**src/rtl/mau_pkg.sv**
```systemverilog
// Shared state type, address constants and read-only window helper for mem_access_unit.
package mau_pkg;

    typedef enum logic [2:0] {
        IDLE,
        RD,
        RMW_RD,
        WR,
        RESP
    } mau_state_t;

    localparam logic [7:0] MAU_RO_LO = 8'h4E;
    localparam logic [7:0] MAU_RO_HI = 8'h51;
    localparam logic [7:0] WRAP_ADDR = 8'hFF;

    function automatic logic in_ro_window(input logic [7:0] addr,
                                          input logic [7:0] lo = MAU_RO_LO,
                                          input logic [7:0] hi = MAU_RO_HI);
        return (addr >= lo) && (addr <= hi);
    endfunction

endpackage

```
**src/rtl/mau_if.sv**
```systemverilog
// Request/response handshake plus data-memory bus of mem_access_unit.
// master = CPU execute stage and data memory side, slave = the access unit.
interface mau_if #(
    parameter int ADDR_W = 8,
    parameter int DATA_W = 16
);
    logic              req_valid;
    logic              req_ready;
    logic              req_write;
    logic              req_byte;
    logic [ADDR_W-1:0] req_addr;
    logic [DATA_W-1:0] req_wdata;
    logic              rsp_valid;
    logic [DATA_W-1:0] rsp_rdata;
    logic              rsp_err;
    logic [ADDR_W-1:0] mem_address;
    logic              mem_read_en;
    logic              mem_write_en;
    logic [DATA_W-1:0] mem_wdata;
    logic [DATA_W-1:0] mem_rdata;

    modport master (
        output req_valid, req_write, req_byte, req_addr, req_wdata, mem_rdata,
        input  req_ready, rsp_valid, rsp_rdata, rsp_err,
               mem_address, mem_read_en, mem_write_en, mem_wdata
    );

    modport slave (
        input  req_valid, req_write, req_byte, req_addr, req_wdata, mem_rdata,
        output req_ready, rsp_valid, rsp_rdata, rsp_err,
               mem_address, mem_read_en, mem_write_en, mem_wdata
    );
endinterface

```
**src/rtl/mau_sat_counter.sv**
```systemverilog
// Event counter that sticks at all-ones; synchronous clear.
module mau_sat_counter #(
    parameter int W = 16
) (
    input  logic         i_clk,
    input  logic         i_clr,
    input  logic         i_en,
    output logic [W-1:0] o_count
);
    logic [W-1:0] r_count;

    always_ff @(posedge i_clk) begin
        if (i_clr) begin
            r_count <= '0;
        end else if (i_en && (r_count != '1)) begin
            r_count <= r_count + W'(1);
        end
    end

    assign o_count = r_count;
endmodule

```
**src/rtl/mem_access_unit.sv**
```systemverilog
// Load/store sequencer in front of the data memory; byte stores done as read-modify-write.
// Optional statistics counters are built when MAU_STATS_EN is defined.
//   state  | meaning
//   IDLE   | ready, decode incoming request
//   RD     | one-cycle memory read for a load
//   RMW_RD | read half of a byte store, merge new byte
//   WR     | one-cycle memory write
//   RESP   | one-cycle response pulse
module mem_access_unit
    import mau_pkg::*;
#(
    parameter int         ADDR_W = 8,
    parameter int         DATA_W = 16,
    parameter logic [7:0] RO_LO  = MAU_RO_LO,
    parameter logic [7:0] RO_HI  = MAU_RO_HI
) (
    input  logic        CLK,
    input  logic        RST,
    mau_if.slave        bus,
    output logic [15:0] stat_loads,
    output logic [15:0] stat_stores,
    output logic [15:0] stat_errs
);
    mau_state_t        r_state;
    mau_state_t        w_state_nxt;
    logic              r_write;
    logic              r_byte;
    logic              r_err;
    logic [ADDR_W-1:0] r_addr;
    logic [DATA_W-1:0] r_wdata;
    logic [DATA_W-1:0] r_rdata;
    logic [ADDR_W-1:0] w_addr_p1;
    logic              w_err;

    // A byte store rewrites addr+1 as well, so it is checked like a word store.
    assign w_addr_p1 = bus.req_addr + ADDR_W'(1);
    assign w_err = ((bus.req_addr == WRAP_ADDR) && (!bus.req_byte || bus.req_write))
                || (bus.req_write && (in_ro_window(bus.req_addr, RO_LO, RO_HI)
                                   || in_ro_window(w_addr_p1, RO_LO, RO_HI)));

    always_ff @(posedge CLK) begin
        if (RST) begin
            r_state <= IDLE;
            r_write <= 1'b0;
            r_byte  <= 1'b0;
            r_err   <= 1'b0;
            r_addr  <= '0;
            r_wdata <= '0;
            r_rdata <= '0;
        end else begin
            r_state <= w_state_nxt;
            case (r_state)
                IDLE: begin
                    if (bus.req_valid) begin
                        r_write <= bus.req_write;
                        r_byte  <= bus.req_byte;
                        r_addr  <= bus.req_addr;
                        r_wdata <= bus.req_wdata;
                        r_err   <= w_err;
                    end
                end
                RD:      r_rdata <= r_byte ? {8'h00, bus.mem_rdata[DATA_W-1:8]} : bus.mem_rdata;
                RMW_RD:  r_wdata <= {r_wdata[7:0], bus.mem_rdata[7:0]};
                default: ;
            endcase
        end
    end

    always_comb begin
        w_state_nxt = r_state;
        case (r_state)
            IDLE: begin
                if (bus.req_valid) begin
                    if (w_err)              w_state_nxt = RESP;
                    else if (!bus.req_write) w_state_nxt = RD;
                    else if (bus.req_byte)  w_state_nxt = RMW_RD;
                    else                    w_state_nxt = WR;
                end
            end
            RD:      w_state_nxt = RESP;
            RMW_RD:  w_state_nxt = WR;
            WR:      w_state_nxt = RESP;
            RESP:    w_state_nxt = IDLE;
            default: w_state_nxt = IDLE;
        endcase
    end

    assign bus.req_ready    = (r_state == IDLE);
    assign bus.mem_address  = (r_state == IDLE) ? '0 : r_addr;
    assign bus.mem_read_en  = (r_state == RD) || (r_state == RMW_RD);
    assign bus.mem_write_en = (r_state == WR);
    assign bus.mem_wdata    = (r_state == WR) ? r_wdata : '0;
    assign bus.rsp_valid    = (r_state == RESP);
    assign bus.rsp_err      = (r_state == RESP) && r_err;
    assign bus.rsp_rdata    = ((r_state == RESP) && r_write) ? '0 : r_rdata;

`ifdef MAU_STATS_EN
    logic w_resp;
    assign w_resp = (r_state == RESP);

    mau_sat_counter #(.W(16)) u_cnt_loads (
        .i_clk   (CLK),
        .i_clr   (RST),
        .i_en    (w_resp && !r_err && !r_write),
        .o_count (stat_loads)
    );

    mau_sat_counter #(.W(16)) u_cnt_stores (
        .i_clk   (CLK),
        .i_clr   (RST),
        .i_en    (w_resp && !r_err && r_write),
        .o_count (stat_stores)
    );

    mau_sat_counter #(.W(16)) u_cnt_errs (
        .i_clk   (CLK),
        .i_clr   (RST),
        .i_en    (w_resp && r_err),
        .o_count (stat_errs)
    );
`else
    assign stat_loads  = '0;
    assign stat_stores = '0;
    assign stat_errs   = '0;
`endif
endmodule

```
**src/flat_wrapper.sv**
```systemverilog
// flat-port wrapper written by rule: the top's interface ports become plain ports
module mem_access_unit_flat import mau_pkg::*;
#(
    parameter int         ADDR_W = 8,
    parameter int         DATA_W = 16,
    parameter logic [7:0] RO_LO  = MAU_RO_LO,
    parameter logic [7:0] RO_HI  = MAU_RO_HI
)
  (CLK, RST, stat_loads, stat_stores, stat_errs, bus_req_valid, bus_req_write, bus_req_byte, bus_req_addr, bus_req_wdata, bus_mem_rdata, bus_req_ready, bus_rsp_valid, bus_rsp_rdata, bus_rsp_err, bus_mem_address, bus_mem_read_en, bus_mem_write_en, bus_mem_wdata);
  mau_if #(.ADDR_W(ADDR_W), .DATA_W(DATA_W)) bus_i ();
  input  logic CLK;
  input  logic RST;
  output logic [15:0] stat_loads;
  output logic [15:0] stat_stores;
  output logic [15:0] stat_errs;
  input wire logic [$bits(bus_i.req_valid)-1:0] bus_req_valid;
  input wire logic [$bits(bus_i.req_write)-1:0] bus_req_write;
  input wire logic [$bits(bus_i.req_byte)-1:0] bus_req_byte;
  input wire logic [$bits(bus_i.req_addr)-1:0] bus_req_addr;
  input wire logic [$bits(bus_i.req_wdata)-1:0] bus_req_wdata;
  input wire logic [$bits(bus_i.mem_rdata)-1:0] bus_mem_rdata;
  output wire logic [$bits(bus_i.req_ready)-1:0] bus_req_ready;
  output wire logic [$bits(bus_i.rsp_valid)-1:0] bus_rsp_valid;
  output wire logic [$bits(bus_i.rsp_rdata)-1:0] bus_rsp_rdata;
  output wire logic [$bits(bus_i.rsp_err)-1:0] bus_rsp_err;
  output wire logic [$bits(bus_i.mem_address)-1:0] bus_mem_address;
  output wire logic [$bits(bus_i.mem_read_en)-1:0] bus_mem_read_en;
  output wire logic [$bits(bus_i.mem_write_en)-1:0] bus_mem_write_en;
  output wire logic [$bits(bus_i.mem_wdata)-1:0] bus_mem_wdata;
  assign bus_i.req_valid = bus_req_valid;
  assign bus_i.req_write = bus_req_write;
  assign bus_i.req_byte = bus_req_byte;
  assign bus_i.req_addr = bus_req_addr;
  assign bus_i.req_wdata = bus_req_wdata;
  assign bus_i.mem_rdata = bus_mem_rdata;
  assign bus_req_ready = bus_i.req_ready;
  assign bus_rsp_valid = bus_i.rsp_valid;
  assign bus_rsp_rdata = bus_i.rsp_rdata;
  assign bus_rsp_err = bus_i.rsp_err;
  assign bus_mem_address = bus_i.mem_address;
  assign bus_mem_read_en = bus_i.mem_read_en;
  assign bus_mem_write_en = bus_i.mem_write_en;
  assign bus_mem_wdata = bus_i.mem_wdata;
  mem_access_unit #(.ADDR_W(ADDR_W), .DATA_W(DATA_W), .RO_LO(RO_LO), .RO_HI(RO_HI)) u_core (.CLK(CLK), .RST(RST), .bus(bus_i), .stat_loads(stat_loads), .stat_stores(stat_stores), .stat_errs(stat_errs));
endmodule
```
**config.mk**
```make
export PLATFORM = sky130hd
export DESIGN_NAME = mem_access_unit_flat
export DESIGN_NICKNAME = d
export VERILOG_FILES = /design/src/rtl/mau_pkg.sv /design/src/rtl/mau_if.sv /design/src/rtl/mau_sat_counter.sv /design/src/rtl/mem_access_unit.sv /design/src/flat_wrapper.sv
export SDC_FILE = /design/constraint.sdc
export NUM_CORES = 1
export LEC_CHECK = 0
export ABC_CLOCK_PERIOD_IN_PS = 2000
export BUFFER_PORTS_ARGS = -buffer_cell sky130_fd_sc_hd__buf_2
export CAP_MARGIN = 20
export CORE_ASPECT_RATIO = 0.9
export CORE_MARGIN = 2
export CORE_UTILIZATION = 45
export CTS_BUF_LIST = sky130_fd_sc_hd__clkbuf_4 sky130_fd_sc_hd__clkbuf_8
export DETAILED_ROUTE_END_ITERATION = 8
export GPL_ROUTABILITY_DRIVEN = 0
export PLACE_DENSITY = 0.85
export SLEW_MARGIN = 20
export SYNTH_ARGS = -nofsm -noshare
export SYNTH_HDL_FRONTEND = slang
export SYNTH_HIERARCHICAL = 1
export SYNTH_SLANG_ARGS = --single-unit
```
**constraint.sdc**
```tcl
create_clock -name CLK -period 2 [get_ports CLK]
set_input_delay 0.4 -clock CLK [delete_from_list [all_inputs] [get_ports CLK]]
set_output_delay 0.4 -clock CLK [all_outputs]
set_load 0.02 [all_outputs]
```
==> run summary, run 1 <==
Sw Pwr = 0.000896 W
Async S/R FF share, synth = 0
Compound-gate portion of the synthesized area = 0.164
Net Sw Frac = 0.345
Vias in the first global route = 2301
Seq pwr share = 0.430
# fillers = 590
Hold buffer count at cts = 0
Worst Tran Pin Value = 0.700 ns
Mux cell area share after synthesis = 0.0275
Num rows = 27
Fraction of layout cells with a size suffix above 1 = 0.258
Synth warnings = 6
Syn_area_per_cell = 7.77 sq um
First-pass GRT wire length = 10.5 mm
CP cell instances = and3_4 -> and2_1 -> buf_2
Main synth FF type = dfxtp_1
Initial core utilization = 0.471
Clock-pin transition on the worst setup and hold timing paths = 0.09 ns
Gate Count Post-Synth = 375
Number of DRC markers in iteration 0 = 196
Drt pass-1 iters = 4
CP required = 1.60 ns
Most common cell in the netlist = nand2_1
Max-Cap Viols = 0
Final ANT Viol Nets = 0
Core Util, Final = 0.541
Wire per inst = 12.7 um
Max Clock Freq = 525 MHz
Setup repair bufs after CTS = 0
Mean number of vias per cell = 4.90
CTS sink cnt = 46
Congestion Overflow GR = 0
DPL Wire Length = 5.24 mm
Synthesized area = 2910 sq um
CTS buffer count = 5
Area Overhead vs Synth = 14.9%
Largest family of logic cells by synthesized area = simple AND/OR/NAND/NOR gates
Worst Skew = 0.00880 ns
Final Hold Fails = 0
Gr usage total = 0.184
Final WL = 6.88 mm
Placeable Area = 6180 sq um
Hold slack = 0.360 ns
Maximum clock insertion buffer count = 2
Count of different cell masters after synthesis = 47
Maximum VDD drop = 298 uV
Top cells by count, synth = nand2_1 (66), buf_4 (52), dfxtp_1 (46)
IO Pins = 138
Setup violations, final = 0
Initial antenna violation count = 0
Final Max Tran Viols = 0
TritonCTS clock tree = built
EDFF count, synth = 0
Share of total power in combinational logic = 0.304
Worst-skew pair later-pin latency = 0.30 ns
CP max stage delay = 0.54 ns
DRC = 0
Largest net degree at the start of global routing = 33
Layout Nets = 503
Synth Area in Adders = 0.0215
Maximum fanout along the worst path = 17
Slowest-stage cell, CP = dfxtp_1
Post-synthesis simple-gate area fraction = 0.287
Static Leak = 1.61 nW
Root Buffer Master = clkbuf_8
Die height = 80.3 um
Setup tns final = 0 ns
FF+latch count, synth = 46
PwrDens = 777 nW/um^2
Slew margin rel. = 0.533
Power Internal = 0.00170 W
CTS H-tree lvls = 2
DR vias = 2652
Critical Path Start Type = register
Synth top area share = 0.316
Leading area contributor after synthesis = dfxtp_1
Critical path type = register to output pin
Die W = 88.8 um
Hold WC Path Type = primary input to register
Clock Power Share = 0.266
Die area = 7140 sq um
Ranking of synthesized cells by area = dfxtp_1 (32%), buf_4 (13%), nand2_1 (8.5%), nor2b_1 (5.4%), a311oi_1 (4.8%)
Seq/Total Area, Yosys = 0.316
Critical Path Sink Type = output pin
RSZ-0062 raised after global routing = yes
WP buf/inv = 1
Min Tclk post-route = 1.91 ns
CP arrival = 1.51 ns
Post-synthesis xor/xnor area fraction = 0.00301
Status = finished, final reports clean
Final period util = 0.953
Delay-heaviest family, CP = flip-flops
PortBufs = 89
Antenna diodes = 0
## placed cells by master, fill, tap and decap left out, types with 3 or more instances in the layout
cell type and n:
buf_2 89, inv_1 4, a211oi_1 8, nor3_1 4, a32o_1 3, and2_1 18, nor2_1 28, nor2b_1 25
buf_4 10, nand4_1 3, mux2i_1 8, a21oi_1 20, clkbuf_8 5, o21ai_0 4, nand3b_1 8, a311oi_1 16
ha_1 5, dfxtp_1 45, conb_1 48, nand2_1 66
## per-stage QoR
step | power (W) | worst slack (ns) | area, sq um | instances
3_5_place_dp | 0.00192 | 0.00519 | 3220 | 533
5_1_grt | 0.00276 | -0.00131 | 3350 | 541
2_1_floorplan | 0.00177 | 0.172 | 3100 | 422
6_report | 0.00260 | 0.0936 | 3350 | 541
4_1_cts | 0.00261 | 0.00930 | 3340 | 541
3_3_place_gp | 0.00190 | 0.0908 | 3220 | 533
## routing by layer
layer,track usage,routed length (um),part of all wire,up-vias
met2,0.314,3360,0.49,112
met5,0,0,0,-
met1,0.235,2930,0.43,1206
met3,0.0360,530,0.077,9
met4,0.0470,61,0.0089,0
li1,-,-,-,1325
## flip-flops by register name, indices dropped and copies added, names as in the netlist
signal / flops
u_core/r_addr: 8
u_core/r_byte: 1
u_core/r_err: 1
u_core/r_rdata: 16
u_core/r_state: 3
u_core/r_wdata: 16
u_core/r_write: 1
## cell families (layout without fill, tap and decap cells)
logic type               count (synthesis)  count (layout)
AND/OR/NAND/NOR                        167             167
buffers and inverters                   81             113
AO/OA/AOI/OAI                           66              66
flip-flops                              46              46
multiplexers                             8               8
adder cells (fa/ha/maj)                  5               5
other                                    1              48
XOR/XNOR                                 1               1
## tightest hold or removal path: cells and delay by family
family	cells	cell delay [ns]
and+or+nand+nor	1	0.05
AOI/OAI and AO/OA	1	0.07
buffers and inverters	1	0.09
## path summary, 6_finish.rpt
kind,from,endpoint,slack (ns),cells past startpoint
worst min register to register,u_core/r_rdata[8],u_core/r_rdata[8],0.45,2
worst max-delay path,u_core/r_state[1],bus_mem_wdata[13],0.09,3
worst max register to register,u_core/r_state[1],u_core/r_wdata[4],0.31,6
worst min-delay path,bus_req_wdata[12],u_core/r_wdata[12],0.36,3
## cell type report
| type | count | area (sq um) | share of cell area |
|---|---|---|---|
| Timing Repair Buffer | 99 | 520 | 0.156 |
| Inverter | 6 | 22.5 | 0.00673 |
| Clock buffer | 6 | 76.3 | 0.0228 |
| Clock inverter | 2 | 37.5 | 0.0112 |
| Multi-Input combinational cell | 295 | 1660 | 0.496 |
| Sequential cell | 46 | 922 | 0.276 |
| Tap cell | 87 | 109 | 0.0325 |
## power by group through the flow
stage | registers, W | logic (W) | clock network (W)
floorplan | 0.00110 | 0.000668 | 0
global placement | 0.00113 | 0.000768 | 0
detailed placement | 0.00114 | 0.000786 | 0
CTS | 0.00111 | 0.000789 | 0.000707
global route | 0.00113 | 0.000871 | 0.000757
finish | 0.00112 | 0.000791 | 0.000691
## timing repair
action                     CTS  global route
pin swaps                    0             1
resized for setup            3             2
gates cloned                 0             0
setup endpoints to repair   33            24
(Power assumes the default switching activity.)
==> run 2: changes to the inputs <==
Settings changed: CORE_ASPECT_RATIO 0.9 to not set, CORE_MARGIN 2 to not set, PLACE_DENSITY 0.85 to 0.78.
==> run 2 against run 1 <==
Compared with the run above:
- clock skew rose by 0.0027 ns
- non-clock buffer count grew 1
- hold slack worse by 0.0055 ns
- setup slack got worse by 0.018 ns
- clock-buffer cell count unchanged
- clock power down 16%
- fmax decreased by 0.93%
- largest cell class unchanged
- largest power group unchanged
- highest routed layer unchanged
==> run summary, run 2 (synthesis results as in run 1) <==
Status = finished, final reports clean (unchanged)
DRC = 0 (unchanged)
Clock-pin transition on the worst setup and hold timing paths = 0.09 ns (about the same)
CP required = 1.60 ns (about the same)
Initial antenna violation count = 0 (unchanged)
Mean number of vias per cell = 4.99 (was 4.90)
Layout Nets = 504 (was 503)
Largest net degree at the start of global routing = 33 (unchanged)
CP cell instances = nor3_4 -> and2_1 -> buf_6 -> nor2b_1 -> buf_2 (was and3_4 -> and2_1 -> buf_2)
Wire per inst = 12.4 um (was 12.7 um)
# fillers = 600 (was 590)
Final ANT Viol Nets = 0 (unchanged)
Seq pwr share = 0.449 (was 0.430)
Worst Tran Pin Value = 0.655 ns (was 0.700 ns)
Vias in the first global route = 2331 (was 2301)
PwrDens = 749 nW/um^2 (was 777 nW/um^2)
Final WL = 6.57 mm (was 6.88 mm)
Critical path type = register to output pin (unchanged)
Clock Power Share = 0.232 (was 0.266)
CTS H-tree lvls = 2 (unchanged)
Gr usage total = 0.193 (was 0.184)
Net Sw Frac = 0.363 (was 0.345)
Placeable Area = 6100 sq um (was 6180 sq um)
Initial core utilization = 0.478 (was 0.471)
CTS buffer count = 5 (unchanged)
Final period util = 0.962 (was 0.953)
Setup repair bufs after CTS = 0 (unchanged)
Congestion Overflow GR = 0 (unchanged)
DR vias = 2643 (was 2652)
Final Hold Fails = 0 (unchanged)
Slack of the worst reg-to-reg path = 0.33 ns (was 0.31 ns)
Max-Cap Viols = 0 (unchanged)
CTS sink cnt = 46 (unchanged)
Root Buffer Master = clkbuf_8 (unchanged)
Number of DRC markers in iteration 0 = 126 (was 196)
DPL Wire Length = 4.93 mm (was 5.24 mm)
RSZ-0062 raised after global routing = no (was yes)
Max Clock Freq = 520 MHz (was 525 MHz)
Total power = 0.00249 W (was 0.00260 W)
Slowest-stage cell, CP = dfxtp_2 (was dfxtp_1)
Maximum VDD drop = 430 uV (was 298 uV)
Sw Pwr = 0.000903 W (was 0.000896 W)
Biggest regs = u_core/r_rdata (16), u_core/r_wdata (16), u_core/r_addr (8) (unchanged)
Static Leak = 1.61 nW (about the same)
First-pass GRT wire length = 10.1 mm (was 10.5 mm)
CP arrival = 1.52 ns (was 1.51 ns)
Share of total power in combinational logic = 0.319 (was 0.304)
Setup tns final = 0 ns (unchanged)
Critical Path Start Type = register (unchanged)
Drt pass-1 iters = 4 (unchanged)
Core Util, Final = 0.545 (was 0.541)
Commonest cells after routing, fill and taps aside = buf_2 (89), nand2_1 (66), conb_1 (48) (unchanged)
Power Internal = 0.00158 W (was 0.00170 W)
Commonest non-fill, non-tap cell in the layout = buf_2 (unchanged)
Die area = 6800 sq um (was 7140 sq um)
Die W = 82.5 um (was 88.8 um)
Final Max Tran Viols = 0 (unchanged)
CP max stage delay = 0.46 ns (was 0.54 ns)
TritonCTS clock tree = built (unchanged)
Antenna diodes = 0 (unchanged)
Slew margin rel. = 0.563 (was 0.533)
Setup violations, final = 0 (unchanged)
Non-Filler Instances = 530 (was 541)
Area Overhead vs Synth = 14.0% (was 14.9%)
Min Tclk post-route = 1.92 ns (was 1.91 ns)
Fraction of layout cells with a size suffix above 1 = 0.259 (was 0.258)
Critical Path Sink Type = output pin (unchanged)
Maximum clock insertion buffer count = 2 (unchanged)
Worst-skew pair later-pin latency = 0.30 ns (about the same)
Num rows = 28 (was 27)
IO Pins = 138 (unchanged)
Die height = 82.5 um (was 80.3 um)
Maximum fanout along the worst path = 16 (was 17)
PortBufs = 89 (unchanged)
Hold WC Path Type = primary input to register (unchanged)
Worst Skew = 0.0115 ns (was 0.00880 ns)
Placed Cells incl. Taps = 522 (was 533)
-- run 2: cell types whose count changed in the layout (fill, tap and decap cells not counted), sizes merged --
cell      previous run  this run
buf                 99       100
bufinv               1         0
clkinv               0         2
clkinvlp             1         0
-- run 2: power groups by stage --
| stage | clock network [W] | logic, W | registers (W) |
|---|---|---|---|
| final | 0.000577 | 0.000793 | 0.00112 |
| after global routing | 0.000637 | 0.000882 | 0.00113 |
| after CTS | 0.000589 | 0.000789 | 0.00111 |
| after detailed placement | 0 | 0.000787 | 0.00113 |
| after global placement | 0 | 0.000773 | 0.00113 |
| after floorplan | 0 | 0.000668 | 0.00110 |
-- run 2: metal layers --
metal  wire length, um  GRT usage
met2              3090      0.323
met4               119     0.0807
met1              2940      0.241
met5                 0          0
met3               429     0.0352
-- run 2: area by class of cell --
cell class | instances | area [sq um] | area share
clock inverter | 2 | 13.8 | 0.00414
sequential | 46 | 925 | 0.278
inverter | 6 | 22.5 | 0.00678
multi-input combinational | 295 | 1660 | 0.499
clock buffer | 6 | 76.3 | 0.0230
timing repair buffer | 100 | 532 | 0.160
tap | 75 | 93.8 | 0.0283
-- run 2: timing repair --
action | 4_1_cts | 5_1_grt
hold buffers | 0 | 0
setup endpoints to repair | 7 | 16
resized for setup | 2 | 3
-- run 2: stage by stage --
step	setup slack, ns	hold slack, ns	area (sq um)
3_3_place_gp	0.0893	0.433	3220
4_1_cts	0.0465	0.350	3310
3_5_place_dp	-0.0234	0.441	3220
2_1_floorplan	0.172	0.427	3100
6_report	0.0757	0.355	3320
5_1_grt	0.0260	0.358	3320
-- run 2: final timing paths --
kind                           start  cells after the start            endpoint
setup / recovery   u_core/r_state[1]                      5    bus_rsp_rdata[1]
hold / removal     bus_req_wdata[10]                      3  u_core/r_wdata[10]
setup reg to reg   u_core/r_state[1]                      7        u_core/r_err
hold reg to reg   u_core/r_rdata[14]                      2  u_core/r_rdata[14]
-- run 2: critical path, delay by kind of cell, from the launching register on --
kind,cells,cell delay [ns]
buffers and inverters,2,0.35
and+or+nand+nor,3,0.42
DFF,1,0.46
==> run 3: changes to the inputs <==
Settings changed: CORE_UTILIZATION 45 to 48, PLACE_DENSITY 0.78 to 0.82.
==> run 3 against run 2 <==
Compared with the run above:
- non-clock buffer count is 1 higher
- highest routed layer unchanged
- sequential cell count stayed put
- die area is 6.1% lower
==> run summary, run 3 (synthesis results as in run 1) <==
DPL Wire Length = 4.90 mm (was 4.93 mm)
CTS sink cnt = 46 (unchanged)
Static Leak = 1.61 nW (about the same)
PortBufs = 89 (unchanged)
Worst Skew = 0.0107 ns (was 0.0115 ns)
Fraction of layout cells with a size suffix above 1 = 0.265 (was 0.259)
CP arrival = 1.52 ns (about the same)
DR vias = 2670 (was 2643)
Total power = 0.00249 W (about the same)
FF+latch area = 927 sq um (was 925 sq um)
Final Hold Fails = 0 (unchanged)
Die W = 79.9 um (was 82.5 um)
First-pass GRT wire length = 10.6 mm (was 10.1 mm)
Gr usage total = 0.209 (was 0.193)
Delay-heaviest family, CP = simple AND/OR/NAND/NOR gates (was flip-flops)
Critical Path Start Type = register (unchanged)
Area of the multi-input gates = 1660 sq um (about the same)
Final Max Tran Viols = 0 (unchanged)
Hold WC Path Type = primary input to register (unchanged)
Worst-skew pair later-pin latency = 0.30 ns (about the same)
Maximum VDD drop = 381 uV (was 430 uV)
Wire per inst = 12.5 um (was 12.4 um)
Final ANT Viol Nets = 0 (unchanged)
Setup ws final = 0.0770 ns (was 0.0757 ns)
Area Overhead vs Synth = 14.5% (was 14.0%)
Final period util = 0.962 (about the same)
Num rows = 28 (unchanged)
Vias in the first global route = 2318 (was 2331)
Placement Setup Slack = -0.00755 ns (was -0.0234 ns)
Initial antenna violation count = 0 (unchanged)
PwrDens = 747 nW/um^2 (was 749 nW/um^2)
Clock-pin transition on the worst setup and hold timing paths = 0.10 ns (was 0.09 ns)
CP max stage delay = 0.38 ns (was 0.46 ns)
Worst Tran Pin Value = 0.701 ns (was 0.655 ns)
Congestion Overflow GR = 0 (unchanged)
Mean number of vias per cell = 5.03 (was 4.99)
CP cell instances = inv_2 -> nor3_4 -> and2_4 -> clkbuf_4 -> nor2b_1 -> buf_2 (was nor3_4 -> and2_1 -> buf_6 -> nor2b_1 -> buf_2)
Slack of the worst reg-to-reg path = 0.38 ns (was 0.33 ns)
Hold buffer count at cts = 0 (unchanged)
Die height = 79.9 um (was 82.5 um)
CTS H-tree lvls = 2 (unchanged)
Commonest non-fill, non-tap cell in the layout = buf_2 (unchanged)
Critical path type = register to output pin (unchanged)
Commonest cells after routing, fill and taps aside = buf_2 (89), nand2_1 (66), conb_1 (48) (unchanged)
Largest net degree at the start of global routing = 33 (unchanged)
Maximum clock insertion buffer count = 2 (unchanged)
TritonCTS clock tree = built (unchanged)
Number of DRC markers in iteration 0 = 132 (was 126)
Die area = 6390 sq um (was 6800 sq um)
Final WL = 6.64 mm (was 6.57 mm)
Antenna diodes = 0 (unchanged)
Min Tclk post-route = 1.92 ns (about the same)
WP buf/inv = 3 (was 2)
Setup violations, final = 0 (unchanged)
Initial core utilization = 0.495 (was 0.478)
Critical Path Sink Type = output pin (unchanged)
Max Clock Freq = 520 MHz (about the same)
Biggest regs = u_core/r_rdata (16), u_core/r_wdata (16), u_core/r_addr (8) (unchanged)
Drt pass-1 iters = 4 (unchanged)
Slew margin rel. = 0.532 (was 0.563)
Placeable Area = 5890 sq um (was 6100 sq um)
DRC = 0 (unchanged)
RSZ-0062 raised after global routing = no (unchanged)
IO Pins = 138 (unchanged)
Maximum fanout along the worst path = 8 (was 16)
CP required = 1.60 ns (about the same)
Root Buffer Master = clkbuf_8 (unchanged)
# fillers = 580 (was 600)
Max-Cap Viols = 0 (unchanged)
Status = finished, final reports clean (unchanged)
Slowest-stage cell, CP = dfxtp_4 (was dfxtp_2)
Layout Nets = 505 (was 504)
CTS buffer count = 5 (unchanged)
-- run 3: changes by cell type in the layout (fill, tap and decap cells not counted) --
cell	change
and3_2	+1
clkinvlp_4	+2
and2_4	+1
dfxtp_2	-1
and3_1	-1
inv_6	+1
dfxtp_4	+1
clkinv_4	-1
clkinv_2	-1
and2_1	-1
-- run 3: final timing paths --
check	cells after the start	to	start
setup reg to reg	6	u_core/r_err	u_core/r_state[1]
hold reg to reg	2	u_core/r_rdata[8]	u_core/r_rdata[8]
hold / removal	3	u_core/r_wdata[14]	bus_req_wdata[14]
setup / recovery	6	bus_rsp_rdata[1]	u_core/r_state[2]
-- run 3: metrics by stage --
step / area [sq um] / setup TNS [ns] / hold slack [ns] / std cells / utilization
2_1_floorplan: 3100 / 0 / 0.427 / 422 / -
3_3_place_gp: 3210 / 0 / 0.436 / 521 / 0.545
3_5_place_dp: 3210 / -0.00755 / 0.441 / 521 / 0.545
4_1_cts: 3310 / 0 / 0.339 / 529 / 0.562
5_1_grt: 3340 / 0 / 0.352 / 531 / 0.567
6_report: 3340 / 0 / 0.345 / 531 / 0.567
-- run 3: area by class of cell --
class | count | area share
multi-input cells | 295 | 0.498
flip-flops and latches | 46 | 0.278
repair buffers | 101 | 0.162
well taps | 75 | 0.0281
clock buffers | 5 | 0.0206
clock inverters | 3 | 0.00712
inverters | 6 | 0.00675
-- run 3: power by group --
group / internal, W / switching [W]
registers: 0.00104 / 0.0000815
clock network: 0.000250 / 0.000332
logic: 0.000284 / 0.000508
-- run 3: repair_timing --
item,4_1_cts,5_1_grt
cloned,0,1
buffers inserted,0,1
gates resized for setup,3,6
pin swaps,0,1
endpoints found under the setup margin,22,16
-- run 3: worst min-delay path: stages --
cell      delay [ns]
buf_2           0.09
nand2_1         0.05
a311oi_1        0.07
-- run 3: routing by layer --
layer  GRT usage  wire length [um]  vias to the layer above
li1            -                 -                     1334
met1       0.267              2910                     1219
met2       0.356              3240                      108
met3      0.0297               397                        9
met4      0.0750                92                        0
met5           0                 0                        -
